[config.mk]
export PLATFORM = sky130hd
export DESIGN_NAME = whackamole_game_core
export DESIGN_NICKNAME = d
export VERILOG_FILES = /design/src/rtl/whackamole_game_core.sv
export SDC_FILE = /design/constraint.sdc
export NUM_CORES = 1
export LEC_CHECK = 0
export ABC_CLOCK_PERIOD_IN_PS = 8400
export CORE_ASPECT_RATIO = 1.1
export CORE_MARGIN = 1.5
export CORE_UTILIZATION = 53
export DETAILED_ROUTE_END_ITERATION = 10
export PLACE_DENSITY = 0.72
export SLEW_MARGIN = 40
export SYNTH_ARGS = -nofsm -noshare
export SYNTH_HDL_FRONTEND = slang
export SYNTH_SLANG_ARGS = --single-unit
export TNS_END_PERCENT = 5
[constraint.sdc]
create_clock -name clk -period 8.4 [get_ports clk]
set_input_delay 2.52 -clock clk [delete_from_list [all_inputs] [get_ports clk]]
set_output_delay 2.52 -clock clk [all_outputs]
set_load 0.005 [all_outputs]
[src/rtl/whackamole_game_core.sv]
// whackamole_game_core: mole spawn, guess scoring, timeouts and LED drive.
// Define WHACKAMOLE_STREAK_BONUS_EN to score 2 per hit from the 4th in a row.
module whackamole_game_core #(
   parameter int NUM_HOLES    = 8,
   parameter int POS_W        = 3,
   parameter int SCORE_W      = 8,
   parameter int INIT_TIMEOUT = 50000000,
   parameter int MIN_TIMEOUT  = 10000000,
   parameter int TIMEOUT_STEP = 2000000,
   parameter int MAX_MISSES   = 5
) (
   input  logic                 clk,
   input  logic                 rst,
   input  logic                 start,
   input  logic [POS_W-1:0]     user_guess,
   input  logic                 eval_now,
   output logic [POS_W-1:0]     mole_pos,
   output logic                 mole_change,
   output logic                 guess_correct,
   output logic                 guess_wrong,
   output logic                 mole_timeout,
   output logic                 guess_now,
   output logic [SCORE_W-1:0]   score,
   output logic [3:0]           misses,
   output logic                 game_over,
   output logic [NUM_HOLES-1:0] led
);

   localparam int TW  = $clog2(INIT_TIMEOUT + 1);
   localparam int SW1 = SCORE_W + 1;
   localparam int PW1 = POS_W + 1;
   localparam logic [POS_W-1:0] LAST = POS_W'(NUM_HOLES - 1);

   typedef enum logic [2:0] {
      S_IDLE,
      S_SPAWN,
      S_ACTIVE,
      S_RESULT,
      S_OVER
   } state_t;

   state_t               state, state_d;
   logic [15:0]          lfsr;
   logic [POS_W-1:0]     pos_d, spawn_raw, spawn_pos;
   logic [TW-1:0]        timer, timer_d, cur_timeout, cur_d, cur_shrunk;
   logic [31:0]          cur_ext;
   logic [SCORE_W-1:0]   score_d;
   logic [SCORE_W:0]     score_sum, score_inc;
   logic [3:0]           misses_d;
   logic                 change_d, correct_d, wrong_d, timeout_d;
   logic                 miss_inc, hit;
   logic [NUM_HOLES-1:0] led_d;

   // Re-roll onto the neighbour hole so the mole always visibly moves
   assign spawn_raw = POS_W'(lfsr % 16'(NUM_HOLES));
   assign spawn_pos = (spawn_raw != mole_pos) ? spawn_raw :
                      (spawn_raw == LAST)     ? '0 :
                                                spawn_raw + POS_W'(1);

   assign hit = (user_guess == mole_pos) &&
                ({1'b0, user_guess} < PW1'(NUM_HOLES));

   assign cur_ext    = 32'(cur_timeout);
   assign cur_shrunk = (cur_ext >= 32'(MIN_TIMEOUT + TIMEOUT_STEP)) ?
                       cur_timeout - TW'(TIMEOUT_STEP) :
                       TW'(MIN_TIMEOUT);

   assign score_sum = {1'b0, score} + score_inc;

`ifdef WHACKAMOLE_STREAK_BONUS_EN
   logic [2:0] streak, streak_d;
   logic       new_game;

   assign new_game  = start && (state == S_IDLE || state == S_OVER);
   assign score_inc = (streak >= 3'd3) ? SW1'(2) : SW1'(1);

   always_comb begin
      streak_d = streak;
      if (new_game || wrong_d || timeout_d)
         streak_d = '0;
      else if (correct_d && streak != 3'd7)
         streak_d = streak + 3'd1;
   end

   always_ff @(posedge clk) begin
      if (rst)
         streak <= '0;
      else
         streak <= streak_d;
   end
`else
   assign score_inc = SW1'(1);
`endif

   always_comb begin
      state_d   = state;
      pos_d     = mole_pos;
      timer_d   = timer;
      cur_d     = cur_timeout;
      score_d   = score;
      misses_d  = misses;
      change_d  = 1'b0;
      correct_d = 1'b0;
      wrong_d   = 1'b0;
      timeout_d = 1'b0;
      miss_inc  = 1'b0;
      unique case (state)
         S_IDLE, S_OVER: begin
            if (start) begin
               score_d  = '0;
               misses_d = '0;
               cur_d    = TW'(INIT_TIMEOUT);
               state_d  = S_SPAWN;
            end
         end
         S_SPAWN: begin
            pos_d    = spawn_pos;
            change_d = 1'b1;
            timer_d  = cur_timeout - TW'(1);
            state_d  = S_ACTIVE;
         end
         S_ACTIVE: begin
            if (eval_now && hit) begin
               correct_d = 1'b1;
               score_d   = score_sum[SCORE_W] ? '1 : score_sum[SCORE_W-1:0];
               cur_d     = cur_shrunk;
               state_d   = S_RESULT;
            end else if (eval_now) begin
               wrong_d  = 1'b1;
               miss_inc = 1'b1;
               // Timer parks at zero so a late wrong guess still times out
               if (timer != '0)
                  timer_d = timer - TW'(1);
            end else if (timer == '0) begin
               timeout_d = 1'b1;
               miss_inc  = 1'b1;
               state_d   = S_SPAWN;
            end else begin
               timer_d = timer - TW'(1);
            end
            if (miss_inc) begin
               misses_d = misses + 4'd1;
               if (misses_d == 4'(MAX_MISSES))
                  state_d = S_OVER;
            end
         end
         S_RESULT: state_d = S_SPAWN;
         default:  state_d = S_IDLE;
      endcase

      unique case (state_d)
         S_SPAWN, S_ACTIVE: led_d = NUM_HOLES'(1) << pos_d;
         S_RESULT, S_OVER:  led_d = '1;
         default:           led_d = '0;
      endcase
   end

   always_ff @(posedge clk) begin
      if (rst) begin
         state         <= S_IDLE;
         lfsr          <= 16'hACE1;
         mole_pos      <= '0;
         timer         <= '0;
         cur_timeout   <= TW'(INIT_TIMEOUT);
         score         <= '0;
         misses        <= '0;
         mole_change   <= 1'b0;
         guess_correct <= 1'b0;
         guess_wrong   <= 1'b0;
         mole_timeout  <= 1'b0;
         guess_now     <= 1'b0;
         game_over     <= 1'b0;
         led           <= '0;
      end else begin
         state         <= state_d;
         lfsr          <= {lfsr[14:0], lfsr[15] ^ lfsr[13] ^ lfsr[12] ^ lfsr[10]};
         mole_pos      <= pos_d;
         timer         <= timer_d;
         cur_timeout   <= cur_d;
         score         <= score_d;
         misses        <= misses_d;
         mole_change   <= change_d;
         guess_correct <= correct_d;
         guess_wrong   <= wrong_d;
         mole_timeout  <= timeout_d;
         guess_now     <= (state_d == S_ACTIVE);
         game_over     <= (state_d == S_OVER);
         led           <= led_d;
      end
   end

endmodule

# After elaboration in Yosys (flattened, before gate mapping)
# Index checks and enable logic that the tools add are counted.
[totals]
ff_bits = 100
latch_bits = 0
mem_bits_rw = 0
rom_bits = 0
out_inout_bits = 29
mem_count = 0
[op_classes]
n_addsub = 6
n_mul = 0
n_div = 0
n_lt_le_gt_ge = 1
n_eq_ne = 18
shifts = 1
n_mux = 34
n_bitwise = 4
reduce_logical = 15
[op_table]
columns = ["operator", "count"]
rows = [
  ["$mux W26", 7],
  ["$pmux W26 S2", 2],
  ["$sub A26 B1 Y26 const B", 2],
  ["$pmux W8 S2", 2],
  ["$mux W3", 9],
  ["$ge A26 B24 Y1 const B", 1],
  ["$logic_not A26 Y1", 1],
  ["$reduce_bool A26 Y1", 1],
  ["$sub A26 B21 Y26 const B", 1],
  ["$mux W8", 3],
  ["$eq A3 B2 Y1 const B", 4],
  ["$pmux W3 S4", 1],
  ["$add A8 B1 Y9 const B", 1],
  ["$eq A3 B3 Y1 const B", 3],
  ["$mux W4", 2],
  ["$ne A2 B2 Y1 const B", 4],
  ["$pmux W4 S2", 1],
  ["$reduce_or A2 Y1", 4],
  ["$shl A1 B3 Y8 const A", 1],
  ["$mux W1", 7],
  ["$eq A3 B1 Y1 const B", 2],
  ["$ne A3 B3 Y1 const B", 2],
  ["$reduce_and A3 Y1", 2],
  ["$add A4 B1 Y4 const B", 1],
  ["other kinds (12)", 15],
]

# Depth between registers and ports, before layout
# Gate-level depths: netlist (run 1).
[depth]
word_depth = 10
ltp_mapped = 14
ltp_nobuf = 9

# Worst setup path after synthesis (run 1)
# OpenSTA, ideal clock, no wires.
[synth_timing]
path_kind = "in2reg"
startpoint = "in eval_now"
endpoint = "reg cur_timeout[25]"
setup_ns = 0.127
t_arrival_ns = 3.827
t_required_ns = 8.273
path_slack_ns = 4.446
cell_stages = 6
path_buffers = 1
path_cell_list = "clkbuf_1 nand4_1 o21ai_1 o211ai_1 o31ai_1 nand2_1"
[synth_via]
elab_chain_cells = 3
[synth_rtl]
columns = ["element", "line", "source"]
rows = [
  ["start: declaration", "16", "input logic eval_now,"],
  ["$logic_and A1 B1 Y1", "123", "if (eval_now && hit) begin"],
  ["$ne A2 B2 Y1 (no line)", "n/a", ""],
  ["$reduce_and A3 Y1 (no line)", "n/a", ""],
  ["end signal: assignment", "164", "cur_timeout <= TW'(INIT_TIMEOUT);"],
  ["end signal: assignment", "179", "cur_timeout <= cur_d;"],
  ["end: declaration", "45", "logic [TW-1:0] timer, timer_d, cur_timeout, cur_d, cur_shrunk;"],
]
# Every way passes these cells.
# A chain may end at the register's enable or synchronous reset.

# Final worst setup path (run 1)
[layout_timing]
startpoint = "in user_guess[1]"
endpoint = "reg score[2]"
[layout_via]
elab_chain_cells = 4
[layout_rtl]
columns = ["element", "line", "source"]
rows = [
  ["start: declaration", "15", "input logic [POS_W-1:0] user_guess,"],
  ["$eq A3 B3 Y1", "60", "assign hit = (user_guess == mole_pos) &&"],
  ["$logic_and A1 B1 Y1", "123", ""],
  ["$ne A2 B2 Y1 (no line)", "n/a", ""],
  ["$reduce_and A3 Y1 (no line)", "n/a", ""],
  ["end signal: assignment", "180", "score <= score_d;"],
  ["end: declaration", "23", "output logic [SCORE_W-1:0] score,"],
]
# Every way passes these cells.

==> qor.tcl, run 1 <==
set qor(outcome) {complete, no violations}
set qor(syn-num-nets) 645
set qor(syn_area_um2) 4980
set qor(clkLatencyLatePin_ns) 0.37
set qor(chipWidth_um) 95.4
set qor(antenna_found_initial) 0
set qor(cts.sink_count) 93
set qor(dr.pass1.iters) 5
set qor(design_power_total_mw) 1.05
set qor(timing.critical_path.from) {user_guess[1]}
set qor(sw_frac_of_total_pct) 32.5
set qor(routabilityCongestion) 0.940
set qor(synth.yosys.seq_area_share_pct) 37.4
set qor(numCtsBuffers) 9
set qor(timing.critical_path.cells) {clkdlybuf4s50_1 -> xnor2_1 -> nand4_1 -> o21ai_1 -> nor2_1 -> o21ai_0 -> o21ai_0}
set qor(worstHoldStart) {lfsr[6]$_SDFF_PP1_}
set qor(grt_start_max_net_pins) 62
set qor(post_drt_via_cell_ratio) 6.31
set qor(worst_r2r_startpoint) {timer[17]$_SDFFE_PP0P_}
set qor(hold_path.class) {flip-flop to flip-flop}
set qor(share_seq_of_total_power_pct) 48.7
set qor(crit_path_end_kind) {flip-flop}
set qor(power.static_leakage_nw) 2.00
set qor(drv.max_cap_violation_count) 0
set qor(avgRoutedWirePerCell_um) 16.9
set qor(mostFrequentLayoutCells) {sky130_fd_sc_hd__dfxtp_1, sky130_fd_sc_hd__nor2_1, sky130_fd_sc_hd__nand2_1, sky130_fd_sc_hd__a21oi_1, sky130_fd_sc_hd__o21ai_0}
set qor(slew_headroom_pct) 41.0
set qor(grt_pass1_wl_um) 21500
set qor(fp-row-count) 36
set qor(netlist-cell-type-count) 74
set qor(tritoncts_clock_tree) {built}
set qor(synth_edf_count) 0
set qor(top_level_ports) 36
set qor(clock_tree.htree_level_count) 3
set qor(clock.fmax_ghz) 0.216
set qor(ant_nets) 0
set qor(vias_in_the_first_global_route) 4474
set qor(cts.repair_timing.setup_buffer_count) 0
set qor(power.combinational.fraction_pct) 23.7
set qor(worst_hold_slack_ns) 0.421
set qor(remaining_global_route_overflow) 0
set qor(critPathArrivalTime_ns) 4.87
set qor(ir_drop_mv) 0.0868
set qor(critical_path.top_delay_family) {compound AO/OA/AOI/OAI gates}
set qor(async_s_r_ff_share_synth_pct) 0
set qor(drc_errors) 0
set qor(powerDensity_nw_per_um2) 188
set qor(clk_pin_slew_ns) 0.08
set qor(cts-resized-gates) 0
set qor(hpwl_um) 8930
set qor(synthesis.area_per_instance_um2) 7.89
set qor(area_of_the_die_um2) 9980
set qor(route.vias.total) 4836
set qor(grt_setup_unrepaired) {false}
set qor(clkPwrFrac_pct) 27.6
set qor(cts_buffer_depth) 2
set qor(cp.buffers_inverters) 1
set qor(report.final.hold_viol_count) 0
set qor(worst_clock_skew_ns) 0.0120
set qor(period_minus_slack_ns) 4.63
set qor(critPathMaxStageDelay_ns) 0.61
set qor(type_of_the_worst_setup_path) {input port to flip-flop}
set qor(internal_power_mw) 0.706
set qor(yosysWarnings) 0
set qor(area_growth_syn_to_layout_pct) 11.6
set qor(grt_usage_pct) 26.9
set qor(buffer_ports.inserted) 35
set qor(clock_tree.root_cell) {sky130_fd_sc_hd__clkbuf_8}
set qor(final.setup.tns_ns) 0
set qor(number_of_endpoints_failing_setup_at_the_final_stage) 0
set qor(switchingPower_mw) 0.340
set qor(cp_slowest_cell) {sky130_fd_sc_hd__o21ai_1}
set qor(n_antenna_cell) 0
set qor(worstPathRequired_ns) 8.64
set qor(synthFlopType) {sky130_fd_sc_hd__dfxtp_1}
set qor(drv_slew) 0
set qor(tightestPinTransition_ns) 0.886
set qor(drive_gt1_share_pct) 6.60
set qor(post-route-period-util_pct) 55.1
set qor(drtIter0Drc) 502
set qor(fp.dieH_um) 105
set qor(layout.nets) 663
set qor(final_common_cell) {sky130_fd_sc_hd__dfxtp_1}
set qor(initial_cell_density_of_the_core_pct) 55.3
set qor(cts_hold_buffers) 0
set qor(worst_path_most_repeated_cell) {sky130_fd_sc_hd__o21ai_0}
set qor(netlist_instances) 631
set qor(core_area_um2) 9010
set qor(critPathLaunchType) {input port}
set qor(final.fill_count) 830
set qor(synth-seq-cells) 93
set qor(cp_max_fo) 8
set qor(routed_wirelength_um) 12900
layout make-up:
cell class	instances	area [um2]	area share, %
Multi-Input combinational cell	488	2930	52.7
Sequential cell	93	1860	33.5
Timing Repair Buffer	40	383	6.89
Clock buffer	12	145	2.61
Tap cell	114	143	2.57
Inverter	17	63.8	1.15
Clock inverter	2	35.0	0.630
worst register-to-register path, stage by stage (launching register included):
cell and delay [ns]:
sky130_fd_sc_hd__dfxtp_1 0.35, sky130_fd_sc_hd__nor4_1 0.65, sky130_fd_sc_hd__nand3_1 0.49, sky130_fd_sc_hd__nor3_4 0.56, sky130_fd_sc_hd__mux2_2 0.41, sky130_fd_sc_hd__o21ai_1 0.44
sky130_fd_sc_hd__o31ai_1 0.15
flip-flops by register name, indices dropped and copies added, names as in the netlist, 3 cells and up:
signal / flops
cur_timeout: 19
timer: 26
led: 8
score: 8
lfsr: 16
state: 3
misses: 4
mole_pos: 3
through the flow:
stage | utilization (%) | cell area, um2 | setup slack (ns) | instances
global placement | 59.6 | 5370 | 3.52 | 752
global route | 61.7 | 5560 | 3.62 | 766
floorplan | - | 4980 | 4.45 | 631
detailed placement | 59.7 | 5380 | 3.44 | 752
finish | 61.7 | 5560 | 3.77 | 766
CTS | 61.7 | 5560 | 3.82 | 766
cell families after synthesis:
family | after synthesis | share of synthesized area [%]
mux | 7 | 1.43
xor+xnor | 19 | 3.34
simple gates | 270 | 27.4
buf+inv | 50 | 4.10
compound gates | 185 | 24.6
fa+ha+maj | 7 | 1.76
flops | 93 | 37.4
power groups by stage:
| stage | registers [mW] | logic [mW] | clock network (mW) |
|---|---|---|---|
| final | 0.509 | 0.248 | 0.289 |
| after global routing | 0.514 | 0.274 | 0.313 |
| after CTS | 0.508 | 0.244 | 0.298 |
| after detailed placement | 0.518 | 0.242 | 0 |
| after global placement | 0.517 | 0.235 | 0 |
| after floorplan | 0.505 | 0.191 | 0 |
Yosys cell counts (all sizes together) (4+ instances only):
cell type / count / area (um2)
o211ai: 5 / 37.5
mux2i: 6 / 60.1
dfxtp: 93 / 1860
a41oi: 4 / 35.0
nor3: 28 / 156
a311oi: 4 / 41.3
buf: 7 / 42.5
and3: 6 / 37.5
nor2b: 10 / 62.6
nand3b: 6 / 45.0
nand2b: 5 / 31.3
and2: 5 / 31.3
o31ai: 18 / 135
o21ai: 47 / 250
or3: 11 / 75.1
a22oi: 8 / 65.1
a21oi: 49 / 245
xor2: 11 / 96.3
nor2: 73 / 274
nand4: 9 / 56.3
clkbuf: 26 / 97.6
or2: 8 / 50.1
nand3: 26 / 130
ha: 7 / 87.6
nand2: 60 / 225
nor3b: 4 / 30.0
inv: 17 / 63.8
a31oi: 9 / 56.3
nor4: 6 / 37.5
xnor2: 8 / 70.1
routing by layer:
metal | GRT usage (%) | vias up | part of all wire, %
met5 | 0 | - | 0
met2 | 42.2 | 199 | 47
met1 | 36.4 | 2260 | 44
li1 | - | 2349 | -
met3 | 3.49 | 28 | 6.4
met4 | 12.1 | 0 | 2.3
final timing paths:
kind	to	slack (ns)	cells past startpoint
setup / recovery	score[2]$_SDFFE_PP0P_	3.77	7
hold / removal	lfsr[7]$_SDFF_PP1_	0.42	1
setup reg to reg	led[4]$_SDFF_PP0_	5.21	6
hold reg to reg	lfsr[7]$_SDFF_PP1_	0.42	1
No activity file was read; power rests on OpenSTA's default activity.
==> run 2, diff against run 1 <==
--- a/config.mk
+++ b/config.mk
@@ -5,7 +5,7 @@
 export SDC_FILE = /design/constraint.sdc
 export NUM_CORES = 1
 export LEC_CHECK = 0
-export ABC_CLOCK_PERIOD_IN_PS = 8400
+export ABC_CLOCK_PERIOD_IN_PS = 4500
 export CORE_ASPECT_RATIO = 1.1
 export CORE_MARGIN = 1.5
 export CORE_UTILIZATION = 53
==> constraint.sdc (replaced) <==
create_clock -name clk -period 4.5 [get_ports clk]
set_input_delay 1.35 -clock clk [delete_from_list [all_inputs] [get_ports clk]]
set_output_delay 1.35 -clock clk [all_outputs]
set_load 0.005 [all_outputs]
==> run 2 against run 1 <==
Flip-flop and latch count stayed put. Die area stayed put. First-iteration DRC count is 35% lower. Clock skew is 0.0011 ns lower. Critical path depth stayed put. Utilization is 0.78 points higher. Power is 100% higher. Clock-buffer cell count is 2 lower. Largest power group unchanged.
==> qor.tcl, run 2 (synthesis gave the netlist of run 1 again) <==
set qor(power.static_leakage_nw) 2.03
set qor(area_of_the_die_um2) 9980
set qor(grt_setup_unrepaired) {false}
set qor(n_antenna_cell) 0
set qor(cts-resized-gates) 0
set qor(clkPwrFrac_pct) 32.2
set qor(ant_nets) 0
set qor(mostFrequentLayoutCells) {sky130_fd_sc_hd__dfxtp_1, sky130_fd_sc_hd__nor2_1, sky130_fd_sc_hd__nand2_1, sky130_fd_sc_hd__a21oi_1, sky130_fd_sc_hd__o21ai_0}
set qor(layout.nets) 664
set qor(vias_in_the_first_global_route) 4508
set qor(clock_tree.root_cell) {sky130_fd_sc_hd__clkbuf_8}
set qor(switchingPower_mw) 0.663
set qor(core_area_um2) 9010
set qor(report.final.hold_viol_count) 0
set qor(crit_path_end_kind) {flip-flop}
set qor(post-route-period-util_pct) 75.6
set qor(routed_wirelength_um) 13000
set qor(clock_tree.htree_level_count) 3
set qor(hpwl_um) 9000
set qor(design_power_total_mw) 2.09
set qor(setup.reg_to_reg.worst_slack_ns) 1.52
set qor(worst_clock_skew_ns) 0.0108
set qor(numCtsBuffers) 9
set qor(dr.pass1.iters) 5
set qor(worst_r2r_startpoint) {timer[17]$_SDFFE_PP0P_}
set qor(outcome) {complete, no violations}
set qor(route.vias.total) 4855
set qor(largest_registers) {timer x26, cur_timeout x19, lfsr x16}
set qor(area_growth_syn_to_layout_pct) 13.0
set qor(tritoncts_clock_tree) {built}
set qor(avgRoutedWirePerCell_um) 16.9
set qor(drtIter0Drc) 327
set qor(worstHoldStart) {lfsr[4]$_SDFF_PP0_}
set qor(initial_cell_density_of_the_core_pct) 55.3
set qor(drive_gt1_share_pct) 7.02
set qor(ff2ff_path_depth) 7
set qor(drv.max_cap_violation_count) 0
set qor(cts.repair_timing.setup_buffer_count) 0
set qor(post_drt_via_cell_ratio) 6.31
set qor(hold-path-endpoint) {lfsr[5]$_SDFF_PP1_}
set qor(tightestPinTransition_ns) 0.731
set qor(min_delay_path_depth) 1
set qor(number_of_endpoints_failing_setup_at_the_final_stage) 0
set qor(share_seq_of_total_power_pct) 45.5
set qor(grt_start_max_net_pins) 45
set qor(period_minus_slack_ns) 3.40
set qor(worstReg2RegEnd) {led[4]$_SDFF_PP0_}
set qor(cp_max_fo) 8
set qor(hold_path.class) {flip-flop to flip-flop}
set qor(largest_register) {timer}
set qor(powerDensity_nw_per_um2) 371
set qor(clock.fmax_ghz) 0.294
set qor(fp.dieH_um) 105
set qor(cts_hold_buffers) 0
set qor(clk_pin_slew_ns) 0.09
set qor(grt_pass1_wl_um) 21500
set qor(slew_headroom_pct) 51.3
set qor(power.combinational.fraction_pct) 22.3
set qor(cts.sink_count) 93
set qor(final_common_cell) {sky130_fd_sc_hd__dfxtp_1}
set qor(type_of_the_worst_setup_path) {input port to flip-flop}
set qor(routabilityCongestion) 0.933
set qor(top_level_ports) 36
set qor(critPathLaunchType) {input port}
set qor(largest_register_ff_count) 26
set qor(remaining_global_route_overflow) 0
set qor(final.setup.tns_ns) 0
set qor(drv_slew) 0
set qor(post-place-cells) 753
set qor(internal_power_mw) 1.42
set qor(chipWidth_um) 95.4
set qor(post_layout_nonfiller_instances) 769
set qor(ir_drop_mv) 0.170
set qor(antenna_found_initial) 0
set qor(cts_buffer_depth) 2
set qor(sw_frac_of_total_pct) 31.8
set qor(grt_usage_pct) 27.0
set qor(critPathArrivalTime_ns) 3.64
set qor(worstPathRequired_ns) 4.74
set qor(drc_errors) 0
set qor(clkLatencyLatePin_ns) 0.37
set qor(fp-row-count) 36
set qor(buffer_ports.inserted) 35
run 2: cell types whose count changed in the layout (fill, tap and decap cells not counted):
cell                         previous run  this run
sky130_fd_sc_hd__clkbuf_1               2         1
sky130_fd_sc_hd__a21oi_2                1         0
sky130_fd_sc_hd__a21oi_1               48        49
sky130_fd_sc_hd__buf_4                  5         6
sky130_fd_sc_hd__clkbuf_8              10         9
sky130_fd_sc_hd__o21ai_4                1         2
sky130_fd_sc_hd__clkinvlp_4             0         1
sky130_fd_sc_hd__bufinv_16              1         3
sky130_fd_sc_hd__o21ai_2                1         0
sky130_fd_sc_hd__clkinv_4               0         1
run 2: critical path, stage by stage:
cell and delay, ns:
sky130_fd_sc_hd__clkdlybuf4s50_1 0.41, sky130_fd_sc_hd__xnor2_1 0.39, sky130_fd_sc_hd__nand4_1 0.31, sky130_fd_sc_hd__o21ai_1 0.59
sky130_fd_sc_hd__nor2_1 0.27, sky130_fd_sc_hd__o21ai_0 0.20, sky130_fd_sc_hd__o21ai_0 0.11
run 2: worst max-delay path by stage:
| stage | slack, ns | startpoint | end |
|---|---|---|---|
| finish | 1.10 | user_guess[1] | score[2]$_SDFFE_PP0P_ |
| global route | 0.89 | user_guess[1] | score[2]$_SDFFE_PP0P_ |
| CTS | 1.17 | user_guess[1] | score[2]$_SDFFE_PP0P_ |
| detailed placement | 0.79 | user_guess[1] | score[2]$_SDFFE_PP0P_ |
| global placement | 0.83 | user_guess[1] | score[3]$_SDFFE_PP0P_ |
| floorplan | 1.37 | state[0]$_SDFF_PP0_ | timer[20]$_SDFFE_PP0P_ |
run 2: through the flow:
stage / hold slack [ns] / cell area [um2] / util, % / setup slack [ns]
final: 0.416 / 5630 / 62.5 / 1.10
after global routing: 0.429 / 5630 / 62.5 / 0.888
after floorplan: 0.389 / 4980 / - / 1.37
after detailed placement: 0.394 / 5380 / 59.7 / 0.789
after CTS: 0.418 / 5620 / 62.3 / 1.17
after global placement: 0.396 / 5380 / 59.7 / 0.830
run 2: final cells by class:
| class | count | area, um2 |
|---|---|---|
| fillers | 806 | 3380 |
| multi-input cells | 488 | 2930 |
| flip-flops and latches | 93 | 1860 |
| repair buffers | 41 | 390 |
| well taps | 114 | 143 |
| clock buffers | 10 | 128 |
| clock inverters | 6 | 111 |
| inverters | 17 | 63.8 |
run 2: per-layer routing:
metal	global-route usage (%)	share of wire (%)	vias to the layer above
met5	0	0	-
met4	14.3	3.0	0
met1	36.1	44	2271
li1	-	-	2353
met3	3.78	5.9	36
met2	41.4	47	195
run 2: power groups by stage:
| stage | Combinational, mW | Clock, mW | Sequential (mW) |
|---|---|---|---|
| 4_1_cts | 0.455 | 0.684 | 0.948 |
| 2_1_floorplan | 0.356 | 0 | 0.943 |
| 3_5_place_dp | 0.452 | 0 | 0.966 |
| 5_1_grt | 0.513 | 0.715 | 0.960 |
| 6_report | 0.466 | 0.672 | 0.950 |
| 3_3_place_gp | 0.445 | 0 | 0.965 |
==> run 3, diff against run 2 <==
--- a/config.mk
+++ b/config.mk
@@ -5,12 +5,12 @@
 export SDC_FILE = /design/constraint.sdc
 export NUM_CORES = 1
 export LEC_CHECK = 0
-export ABC_CLOCK_PERIOD_IN_PS = 4500
+export ABC_CLOCK_PERIOD_IN_PS = 2900
 export CORE_ASPECT_RATIO = 1.1
 export CORE_MARGIN = 1.5
 export CORE_UTILIZATION = 53
 export DETAILED_ROUTE_END_ITERATION = 10
-export PLACE_DENSITY = 0.72
+export PLACE_DENSITY = 0.75
 export SLEW_MARGIN = 40
 export SYNTH_ARGS = -nofsm -noshare
 export SYNTH_HDL_FRONTEND = slang
==> constraint.sdc (replaced) <==
create_clock -name clk -period 2.9 [get_ports clk]
set_input_delay 0.87 -clock clk [delete_from_list [all_inputs] [get_ports clk]]
set_output_delay 0.87 -clock clk [all_outputs]
set_load 0.005 [all_outputs]
==> run 3 against run 2 <==
Non-clock buffer count is 25 higher. Via count rose by 2.2%. Cell area increased by 3.2%. Clock power grew 36%. Wire length up 3.2%. Utilization grew 2.0 points. Cell count grew 3.3%. Clock-buffer cell count grew 2. Sequential power up 55%. Power grew 53%. Sequential share of layout area is 1.0 points lower. Critical path depth stayed put. Critical path type is now flip-flop to flip-flop. Critical endpoint is now led[0]$_SDFF_PP0_. Largest cell class unchanged. Highest routed layer unchanged.
==> qor.tcl, run 3 (synthesis gave the netlist of run 1 again) <==
set qor(vias_in_the_first_global_route) 4526
set qor(buffer_ports.inserted) 35
set qor(critPathMaxStageDelay_ns) 0.56
set qor(routed_wirelength_um) 13400
set qor(dr.pass1.iters) 6
set qor(n_antenna_cell) 0
set qor(cts_buffer_depth) 2
set qor(clk_pin_slew_ns) 0.09
set qor(worst_r2r_startpoint) {timer[2]$_SDFFE_PP0P_}
set qor(worstHoldStart) {lfsr[9]$_SDFF_PP0_}
set qor(hold-path-endpoint) {lfsr[10]$_SDFF_PP1_}
set qor(fp-row-count) 36
set qor(worstReg2RegEnd) {led[0]$_SDFF_PP0_}
set qor(largest_registers) {timer x26, cur_timeout x19, lfsr x16}
set qor(drv.max_cap_violation_count) 0
set qor(ant_nets) 0
set qor(post-route-period-util_pct) 95.3
set qor(numCtsBuffers) 9
set qor(number_of_endpoints_failing_setup_at_the_final_stage) 0
set qor(ir_drop_mv) 0.312
set qor(slew_headroom_pct) 43.6
set qor(clock_tree.htree_level_count) 3
set qor(cp_max_fo) 8
set qor(route.vias.total) 4960
set qor(cts_hold_buffers) 0
set qor(final.setup.tns_ns) 0
set qor(cp_slowest_cell) {sky130_fd_sc_hd__or4b_4}
set qor(power.static_leakage_nw) 2.14
set qor(ff2ff_path_depth) 7
set qor(met1_usage_pct) 36.2
set qor(routabilityCongestion) 0.871
set qor(setup.reg_to_reg.worst_slack_ns) 0.14
set qor(top_level_ports) 36
set qor(met2_usage_pct) 44.7
set qor(grt_setup_unrepaired) {false}
set qor(report.final.hold_viol_count) 0
set qor(grt_pass1_wl_um) 21800
set qor(critPathLaunchType) {flip-flop}
set qor(largest_register_ff_count) 26
set qor(powerDensity_nw_per_um2) 551
set qor(remaining_global_route_overflow) 0
set qor(worstPathRequired_ns) 3.14
set qor(critPathArrivalTime_ns) 3.00
set qor(timing.critical_path.cells) {or3_4 -> or4b_4 -> buf_4 -> nor4_2 -> nor3_1 -> nor3_2 -> o31ai_1}
set qor(final_core_util_pct) 64.5
set qor(top_usage_layer) {met2}
set qor(type_of_the_worst_setup_path) {flip-flop to flip-flop}
set qor(hold_path.class) {flip-flop to flip-flop}
set qor(grt_start_max_net_pins) 43
set qor(timing.critical_path.from) {timer[2]$_SDFFE_PP0P_}
set qor(post_drt_via_cell_ratio) 6.25
set qor(antenna_found_initial) 0
set qor(period_minus_slack_ns) 2.76
set qor(hpwl_um) 9440
set qor(mostFrequentLayoutCells) {sky130_fd_sc_hd__dfxtp_1, sky130_fd_sc_hd__nor2_1, sky130_fd_sc_hd__nand2_1, sky130_fd_sc_hd__a21oi_1, sky130_fd_sc_hd__o21ai_0}
set qor(tightestPinTransition_ns) 0.838
set qor(largest_register) {timer}
set qor(cts.sink_count) 93
set qor(area_growth_syn_to_layout_pct) 16.7
set qor(worst_hold_slack_ns) 0.416
set qor(clkLatencyLatePin_ns) 0.37
set qor(fp.dieH_um) 105
set qor(grt_usage_pct) 27.4
set qor(crit_path_end_kind) {flip-flop}
set qor(outcome) {complete, no violations}
set qor(worst_clock_skew_ns) 0.0111
set qor(initial_cell_density_of_the_core_pct) 55.3
set qor(cts.repair_timing.setup_buffer_count) 0
set qor(final_common_cell) {sky130_fd_sc_hd__dfxtp_1}
set qor(chipWidth_um) 95.4
set qor(drc_errors) 0
set qor(grt.met3_usage_pct) 4.44
set qor(layout.nets) 689
set qor(tritoncts_clock_tree) {built}
set qor(clock_tree.root_cell) {sky130_fd_sc_hd__clkbuf_8}
set qor(drive_gt1_share_pct) 10.6
set qor(avgRoutedWirePerCell_um) 16.9
set qor(min_delay_path_depth) 1
set qor(drv_slew) 0
set qor(clock.fmax_ghz) 0.362
set qor(area_of_the_die_um2) 9980
set qor(core_area_um2) 9010
set qor(drtIter0Drc) 488
run 3: cell types whose count changed in the layout (fill, tap and decap cells not counted), sizes merged:
cell    delta
buf       +25
bufinv     -2
clkbuf     +2
clkinv     -1
inv        +1
run 3: power breakdown:
group	switching, mW	total [mW]	internal, mW
Sequential	0.0989	1.47	1.37
Clock	0.465	0.916	0.451
Combinational	0.485	0.818	0.333
run 3: repair_timing:
action	CTS	global route
pin swaps	0	1
setup endpoints to repair	8	8
endpoints found under the hold margin	0	0
gates resized for setup	1	1
run 3: how the worst max path moves through the flow:
stage	slack (ns)	cells after the start	to
2_1_floorplan	0.02	14	timer[20]$_SDFFE_PP0P_
3_3_place_gp	-0.02	8	led[6]$_SDFF_PP0_
3_5_place_dp	-0.09	8	led[6]$_SDFF_PP0_
4_1_cts	0.06	7	led[6]$_SDFF_PP0_
5_1_grt	0.008	9	timer[20]$_SDFFE_PP0P_
6_report	0.14	7	led[0]$_SDFF_PP0_
run 3: through the flow:
stage	power [mW]	worst slack, ns	area (um2)	std cells
finish	3.20	0.135	5810	794
global route	3.37	0.00838	5810	794
CTS	3.19	0.0627	5810	794
detailed placement	2.29	-0.0924	5590	778
global placement	2.27	-0.0171	5590	778
floorplan	2.02	0.0201	4980	631
run 3: cell type report:
cell class | count | area (um2)
sequential | 93 | 1860
inverter | 17 | 63.8
clock inverter | 4 | 55.1
multi-input combinational | 488 | 2930
timing repair buffer | 66 | 603
clock buffer | 12 | 155
tap | 114 | 143
fill | 802 | 3200
run 3: critical path, delay by kind of cell (launching register included):
| family | cells | cell delay [ns] |
|---|---|---|
| flops | 1 | 0.37 |
| compound gates | 1 | 0.14 |
| simple gates | 5 | 1.94 |
| buf+inv | 1 | 0.18 |
run 3: per-layer routing:
metal  vias up  wire (um)
met3        26        724
met4         0        232
met5         -          0
met2       176       6520
met1      2356       5910
li1       2402          -
